==> src/rtl/scan_decoder_n.sv <==
// scan_decoder_n: N-to-2**N one-hot decoder with registered outputs and an internal scan counter.
// Latency: y, sel and wrap update on the clock edge that samples the inputs (one cycle to visible).
// Backpressure: none; the scan free-runs at one step per PRESCALE cycles while UP/DOWN is held.
//
// Ports:
//   clk    in   1       rising-edge clock
//   reset  in   1       synchronous, active-high reset (priority over all inputs)
//   en     in   1       1 = outputs active / counter may run; 0 = outputs blanked, state frozen
//   mode   in   2       00 HOLD, 01 UP, 10 DOWN, 11 LOAD
//   a      in   N       index used when mode = LOAD
//   y      out  2**N    registered one-hot output, y[sel] = 1 when en = 1, else all zero
//   sel    out  N       registered current index
//   wrap   out  1       registered one-cycle pulse on counter wrap-around

module scan_decoder_n #(
   parameter int N        = 2,
   parameter int PRESCALE = 4
) (
   input  logic                clk,
   input  logic                reset,
   input  logic                en,
   input  logic [1:0]          mode,
   input  logic [N-1:0]        a,
   output logic [(2**N)-1:0]   y,
   output logic [N-1:0]        sel,
   output logic                wrap
);

   localparam int OUTS = 2**N;
   localparam int PCW  = (PRESCALE > 1) ? $clog2(PRESCALE) : 1;

   localparam logic [PCW-1:0] PC_LAST  = PCW'(PRESCALE - 1);
   localparam logic [N-1:0]   SEL_MAX  = {N{1'b1}};
   localparam logic [N-1:0]   SEL_ZERO = {N{1'b0}};

   localparam logic [1:0] MODE_HOLD = 2'b00;
   localparam logic [1:0] MODE_UP   = 2'b01;
   localparam logic [1:0] MODE_DOWN = 2'b10;
   localparam logic [1:0] MODE_LOAD = 2'b11;

   logic [N-1:0]    r_sel;
   logic [OUTS-1:0] r_y;
   logic            r_wrap;
   logic [PCW-1:0]  r_pc;

   logic            w_scan;
   logic            w_step;
   logic            w_wrap_next;
   logic [N-1:0]    w_sel_next;
   logic [PCW-1:0]  w_pc_next;
   logic [OUTS-1:0] w_y_next;

   always_comb begin
      // Prescaler only runs while actively scanning; any other condition restarts the count,
      // so the first step always lands PRESCALE cycles after scanning (re)starts.
      w_scan = en && ((mode == MODE_UP) || (mode == MODE_DOWN));
      w_step = w_scan && (r_pc == PC_LAST);

      w_pc_next = '0;
      if (w_scan && !w_step) begin
         w_pc_next = r_pc + PCW'(1);
      end

      w_sel_next  = r_sel;
      w_wrap_next = 1'b0;
      if (en) begin
         case (mode)
            MODE_LOAD: w_sel_next = a;
            MODE_UP: begin
               if (w_step) begin
                  w_sel_next  = r_sel + N'(1);
                  w_wrap_next = (r_sel == SEL_MAX);
               end
            end
            MODE_DOWN: begin
               if (w_step) begin
                  w_sel_next  = r_sel - N'(1);
                  w_wrap_next = (r_sel == SEL_ZERO);
               end
            end
            MODE_HOLD: w_sel_next = r_sel;
            default:   w_sel_next = r_sel;
         endcase
      end

      // Decode the next index, not the current one, so y and sel move together.
      w_y_next             = '0;
      w_y_next[w_sel_next] = en;
   end

   always_ff @(posedge clk) begin
      if (reset) begin
         r_sel  <= '0;
         r_y    <= '0;
         r_wrap <= 1'b0;
         r_pc   <= '0;
      end else begin
         r_sel  <= w_sel_next;
         r_y    <= w_y_next;
         r_wrap <= w_wrap_next;
         r_pc   <= w_pc_next;
      end
   end

   assign y    = r_y;
   assign sel  = r_sel;
   assign wrap = r_wrap;

   a_y_onehot0 : assert property (@(posedge clk) $onehot0(r_y));

endmodule
==> config.mk <==
export PLATFORM = sky130hd
export DESIGN_NAME = scan_decoder_n
export DESIGN_NICKNAME = d
export VERILOG_FILES = /design/src/rtl/scan_decoder_n.sv
export SDC_FILE = /design/constraint.sdc
export NUM_CORES = 1
export LEC_CHECK = 0
export ABC_CLOCK_PERIOD_IN_PS = 2000
export BUFFER_PORTS_ARGS = -buffer_cell sky130_fd_sc_hd__clkbuf_2
export CORE_AREA = 3 3 40 42
export CTS_CLUSTER_DIAMETER = 200
export CTS_CLUSTER_SIZE = 14
export DETAILED_ROUTE_END_ITERATION = 8
export DIE_AREA = 0 0 43 45
export GPL_TIMING_DRIVEN = 1
export PLACE_DENSITY = 0.75
export SETUP_SLACK_MARGIN = 0.15
export SLEW_MARGIN = 20
export SYNTH_ARGS = -nofsm -noshare
export SYNTH_HDL_FRONTEND = slang
export SYNTH_SLANG_ARGS = --single-unit
==> constraint.sdc <==
create_clock -name clk -period 2 [get_ports clk]
set_input_delay 0.4 -clock clk [delete_from_list [all_inputs] [get_ports clk]]
set_output_delay 0.4 -clock clk [all_outputs]
set_load 0.1 [all_outputs]
# Word level (Yosys, flattened, before mapping)

Index checks and enable logic that the tools add are counted.

Register bits: 9
Input bits: 7
Output and inout bits: 7
Word-level logic and storage cells: 36

$add $sub $neg: 3
$lt $le $gt $ge: 2
Equal/unequal tests: 5
Muxes and demuxes: 9
Bitwise gates (word level): 3
Reductions and logical operators: 10

Operator list:

| kind                  | count |
|---|---|
| $eq A2 B2 Y1 const B  | 4 |
| $pmux W2 S4           | 1 |
| $mux W2               | 3 |
| $add A2 B1 Y2 const B | 2 |
| $and A4 B4 Y4         | 1 |
| $logic_and A1 B1 Y1   | 4 |
| $logic_not A2 Y1      | 2 |
| $reduce_or A2 Y1      | 2 |
| $lt A2 B3 Y1 const B  | 1 |
| $mux W1               | 3 |
| $demux W1 S2          | 1 |
| $eq A2 B1 Y1 const B  | 1 |
| $ge A2 B1 Y1 const B  | 1 |
| $not A1 Y1            | 2 |
| $pmux W1 S2           | 1 |
| $sub A2 B1 Y2 const B | 1 |
| $logic_not A1 Y1      | 1 |
| $logic_or A1 B1 Y1    | 1 |

# Logic depth before layout (Yosys ltp)

Depth in word-level cells: 12
Gate-level depth with buffers: 6
Depth with buffers taken out: 6

# Worst setup path after synthesis

OpenSTA, ideal clock, no wires.

Path kind: register -> register
Start point: reg r_sel[1], in the netlist sel[1]
End point: reg r_y[3], in the netlist y[3]
Library setup time: 0.067 ns
Arrival time: 2.195 ns
Required time: 1.933 ns
Path slack: -0.262 ns
Cell stages (with the launch flop): 7
Buffers on the path: 0
Period minus slack after synthesis: 2.262 ns
Cells stage by stage: dfxtp_1 > inv_1 > ha_1 > mux2i_1 > mux2_4 > a211o_1 > nor2_1

Cells in the longest elaborated chain, start to end: 9
Elaborated cells on any way between the ends: 12
Classes of those cells: 2 x add/sub; 2 x order compare; 6 x mux; 1 x bitwise; 1 x reduce/logical

Ends and longest elaborated chain:

| item                                                               | line   | RTL |
|---|---|---|
| from (decl)                                                        | 41     | `logic [N-1:0] r_sel;` |
| from (signal assigned)                                             | 98     | `r_sel <= w_sel_next;` |
| $sub A2 B1 Y2 or $add A2 B1 Y2 (tied branches)                     | 77, 71 |  |
| $mux W2, on equally long branches                                  | 76, 70 |  |
| $pmux W2 S4                                                        | 67     | `case (mode)` |
| $mux W2 *                                                          | 66     | `if (en) begin` |
| $lt A2 B3 Y1 (not written as such) or $ge A2 B1 Y1 (tied branches) | 88     | `w_y_next[w_sel_next] = en;` |
| $logic_and A1 B1 Y1 (not written as such)                          | 88     |  |
| $mux W1 (not written as such)                                      | 88     |  |
| $demux W1 S2 *                                                     | 88     |  |
| $and A4 B4 Y4 (no line) *                                          | n/a    |  |
| to (signal assigned)                                               | 99     | `r_y <= w_y_next;` |
| to (decl)                                                          | 42     | `logic [OUTS-1:0] r_y;` |

Every way passes the cells marked *; elsewhere a longest branch is shown, timed or not.
A chain may end at the register's enable or synchronous reset.

# Worst setup path in the final report

Start point: reg r_sel[0], in the netlist sel[0]
End point: reg r_sel[1], in the netlist sel[1]

Cells in the longest elaborated chain, start to end: 4
Elaborated cells on any way between the ends: 6
Classes of those cells: 2 x add/sub; 4 x mux

Ends and longest elaborated chain:

| item                                           | line |
|---|---|
| $sub A2 B1 Y2 or $add A2 B1 Y2 (tied branches) | 77, 71 |
| $mux W2, on equally long branches              | 76, 70 |
| $pmux W2 S4 *                                  | 67 |
| $mux W2 *                                      | 66 |

Marked as above.

==> results_dict.tcl <==
set metrics [dict create \
    start_kind "flop" \
    num_vias 494 \
    ios 14 \
    slowest_delay_ns 0.39 \
    drt_iter0_markers 23 \
    vias_per_cell 5.43 \
    cts_sinks 9 \
    clk_path_buf_depth 2 \
    period_needed_ns 1.60 \
    finalSetupViolations 0 \
    crit_fanout 9 \
    holdWs_ns 0.345 \
    avgSynthCellArea_um2 9.50 \
    ant_nets 0 \
    avgRoutedWirePerCell_um 12.6 \
    p_per_area_nw_per_um2 622 \
    port_buffers 13 \
    cts_setup_buffers 0 \
    grt_pass1_wl_mm 1.81 \
    syn2layout_area_growth_pct 21.0 \
    yosysSeqAreaShare 0.321 \
    core_area_um2 1280 \
    die_w_um 43 \
    yosys.cell_types.count 26 \
    fmax_mhz 626 \
    area.sequential_um2 188 \
    drive_above_1_share 0.316 \
    cts_buffers 3 \
    grt_max_degree 10 \
    crit_chain "inv_1, ha_1, mux2i_1, mux2_4, o221ai_2, and2b_1" \
    cts_root_buf "clkbuf_4" \
    timing.rr.start "sel[0]" \
    final_util 0.528 \
    multi_input_area_um2 354 \
    fin_skew_ns 0.000511 \
    ir_drop_mv 0.401 \
    crit_start "sel[0]" \
    place_congestion 0.789 \
    antenna_found_initial 0 \
    hold_violations 0 \
    dieHeight_um 45 \
    min_from "reset" \
    endpoint_kind "flop" \
    grt.overflow.total 0 \
    finalWirelength_mm 1.15 \
    initial_utilization 0.436 \
    power.share.clock 0.329 \
    relSlewSlack 0.641 \
    slowest_stage "dfxtp_4" \
    crit_arrival_ns 1.80 \
    slew_violations 0 \
    syn_nets 73 \
    rsz0062_at_grt "no" \
    period_share 0.799 \
    ctsHtreeMaxLevel 1 \
    status "completed" \
    core.rowCount 13 \
    leakage_uw 0.000309 \
    fill_cells 128 \
    clkLatencyLatePin_ns 0.26 \
    grt_pass1_vias 439 \
    maxCapViolCount 0 \
    clk_pin_slew_ns 0.06 \
    cts_hold_buf 0 \
    die_area_um2 1940 \
    finalNetCount 91 \
    syn_area_um2 561 \
    dr.pass1.iters 6 \
    critPathKind "flop to flop" \
    diodes 0 \
    combPwrFrac 0.226 \
    syn_inst 59 \
    final_common_cell "clkbuf_2" \
    tightest_slew_ns 0.541 \
    hold_path.class "input pin to flop" \
    ys.warnings.count 0 \
    hpwl_um 880 \
    cp.required_ns 2.20 \
    internal_power_uw 290 \
    swShare 0.313 \
    grt_usage 0.128 \
    post_cts_resized 0 \
    setup_tns_ns 0 \
    drc 0 \
    synth-seq-cells 9 \
    switchingPower_uw 132 \
    layout_common_cells "13 x clkbuf_2, 7 x inv_1, 7 x ha_1, 7 x dfxtp_1" \
    tritoncts "done" \
    p_seq_frac 0.445 \
]
critical path: cells and delay by family, from the launching register on:
family	cells	cell delay (ns)
buffers and inverters	1	0.05
AND/OR/NAND/NOR	1	0.16
multiplexers	2	0.42
adder cells (fa/ha/maj)	1	0.30
AO/OA/AOI/OAI	1	0.22
flip-flops	1	0.39
power by group through the flow:
stage / combinational, uW / clock (uW) / sequential [uW]
global route: 102 / 158 / 188
floorplan: 41.1 / 0 / 222
CTS: 95.2 / 142 / 188
global placement: 92.5 / 0 / 192
detailed placement: 94.5 / 0 / 192
finish: 95.3 / 139 / 188
logic make-up after synthesis:
logic type	after synthesis	synth area share
and+or+nand+nor	19	0.210
AOI/OAI and AO/OA	14	0.203
DFF	9	0.321
buffers and inverters	7	0.0469
adders and majority gates	7	0.156
muxes	3	0.0625
layer usage:
metal	track usage	vias up	routed length, um
met1	0.147	217	538
met3	0.0637	4	98
met2	0.204	26	495
li1	-	247	-
met5	0	-	0
met4	0.0542	0	13
synth_stat cells:
cell / n / area [um^2]
nand2b_1: 2 / 12.5
nand2_1: 2 / 7.51
o221ai_2: 1 / 15.0
a211oi_2: 1 / 12.5
nand3_2: 1 / 10.0
mux2i_1: 2 / 20.0
nand4b_1: 1 / 8.76
mux2_4: 1 / 15.0
a21boi_0: 1 / 7.51
a211o_1: 2 / 17.5
a221o_1: 1 / 10.0
a21oi_1: 1 / 5.00
nor2b_1: 1 / 6.26
a221oi_1: 1 / 8.76
a21bo_2: 1 / 10.0
and3_2: 1 / 7.51
a211oi_1: 1 / 7.51
nor4b_1: 3 / 26.3
inv_1: 7 / 26.3
dfxtp_1: 9 / 180
and2_1: 1 / 6.26
o21ai_0: 4 / 20.0
nor3_1: 2 / 10.0
ha_1: 7 / 87.6
and2b_1: 1 / 7.51
nor2_1: 4 / 15.0
cell type report:
class                           instances  share of cell area
Sequential cell                         9               0.277
Inverter                                7              0.0387
Timing Repair Buffer                   13              0.0959
Clock buffer                            4              0.0387
Tap cell                               15              0.0277
Multi-Input combinational cell         43               0.522
final timing paths:
check / endpoint / slack, ns / depth (start not counted)
setup / recovery: sel[1] / 0.40 / 6
hold / removal: sel[0] / 0.34 / 2
setup reg to reg: sel[1] / 0.40 / 6
hold reg to reg: r_pc[0] / 0.44 / 1
flip-flops by register name, summed over array words and instances, names as in the netlist:
| name | cells |
|---|---|
| wrap | 1 |
| r_pc | 2 |
| sel | 2 |
| y | 4 |
through the flow:
stage               worst slack (ns)  instances  instance area, um^2  total power [uW]
floorplan                      0.280         59                  568               263
global placement               0.187         87                  652               284
detailed placement             0.156         87                  652               286
CTS                            0.386         91                  678               425
global route                   0.316         91                  678               448
finish                         0.401         91                  678               422
(Power assumes the default switching activity.)
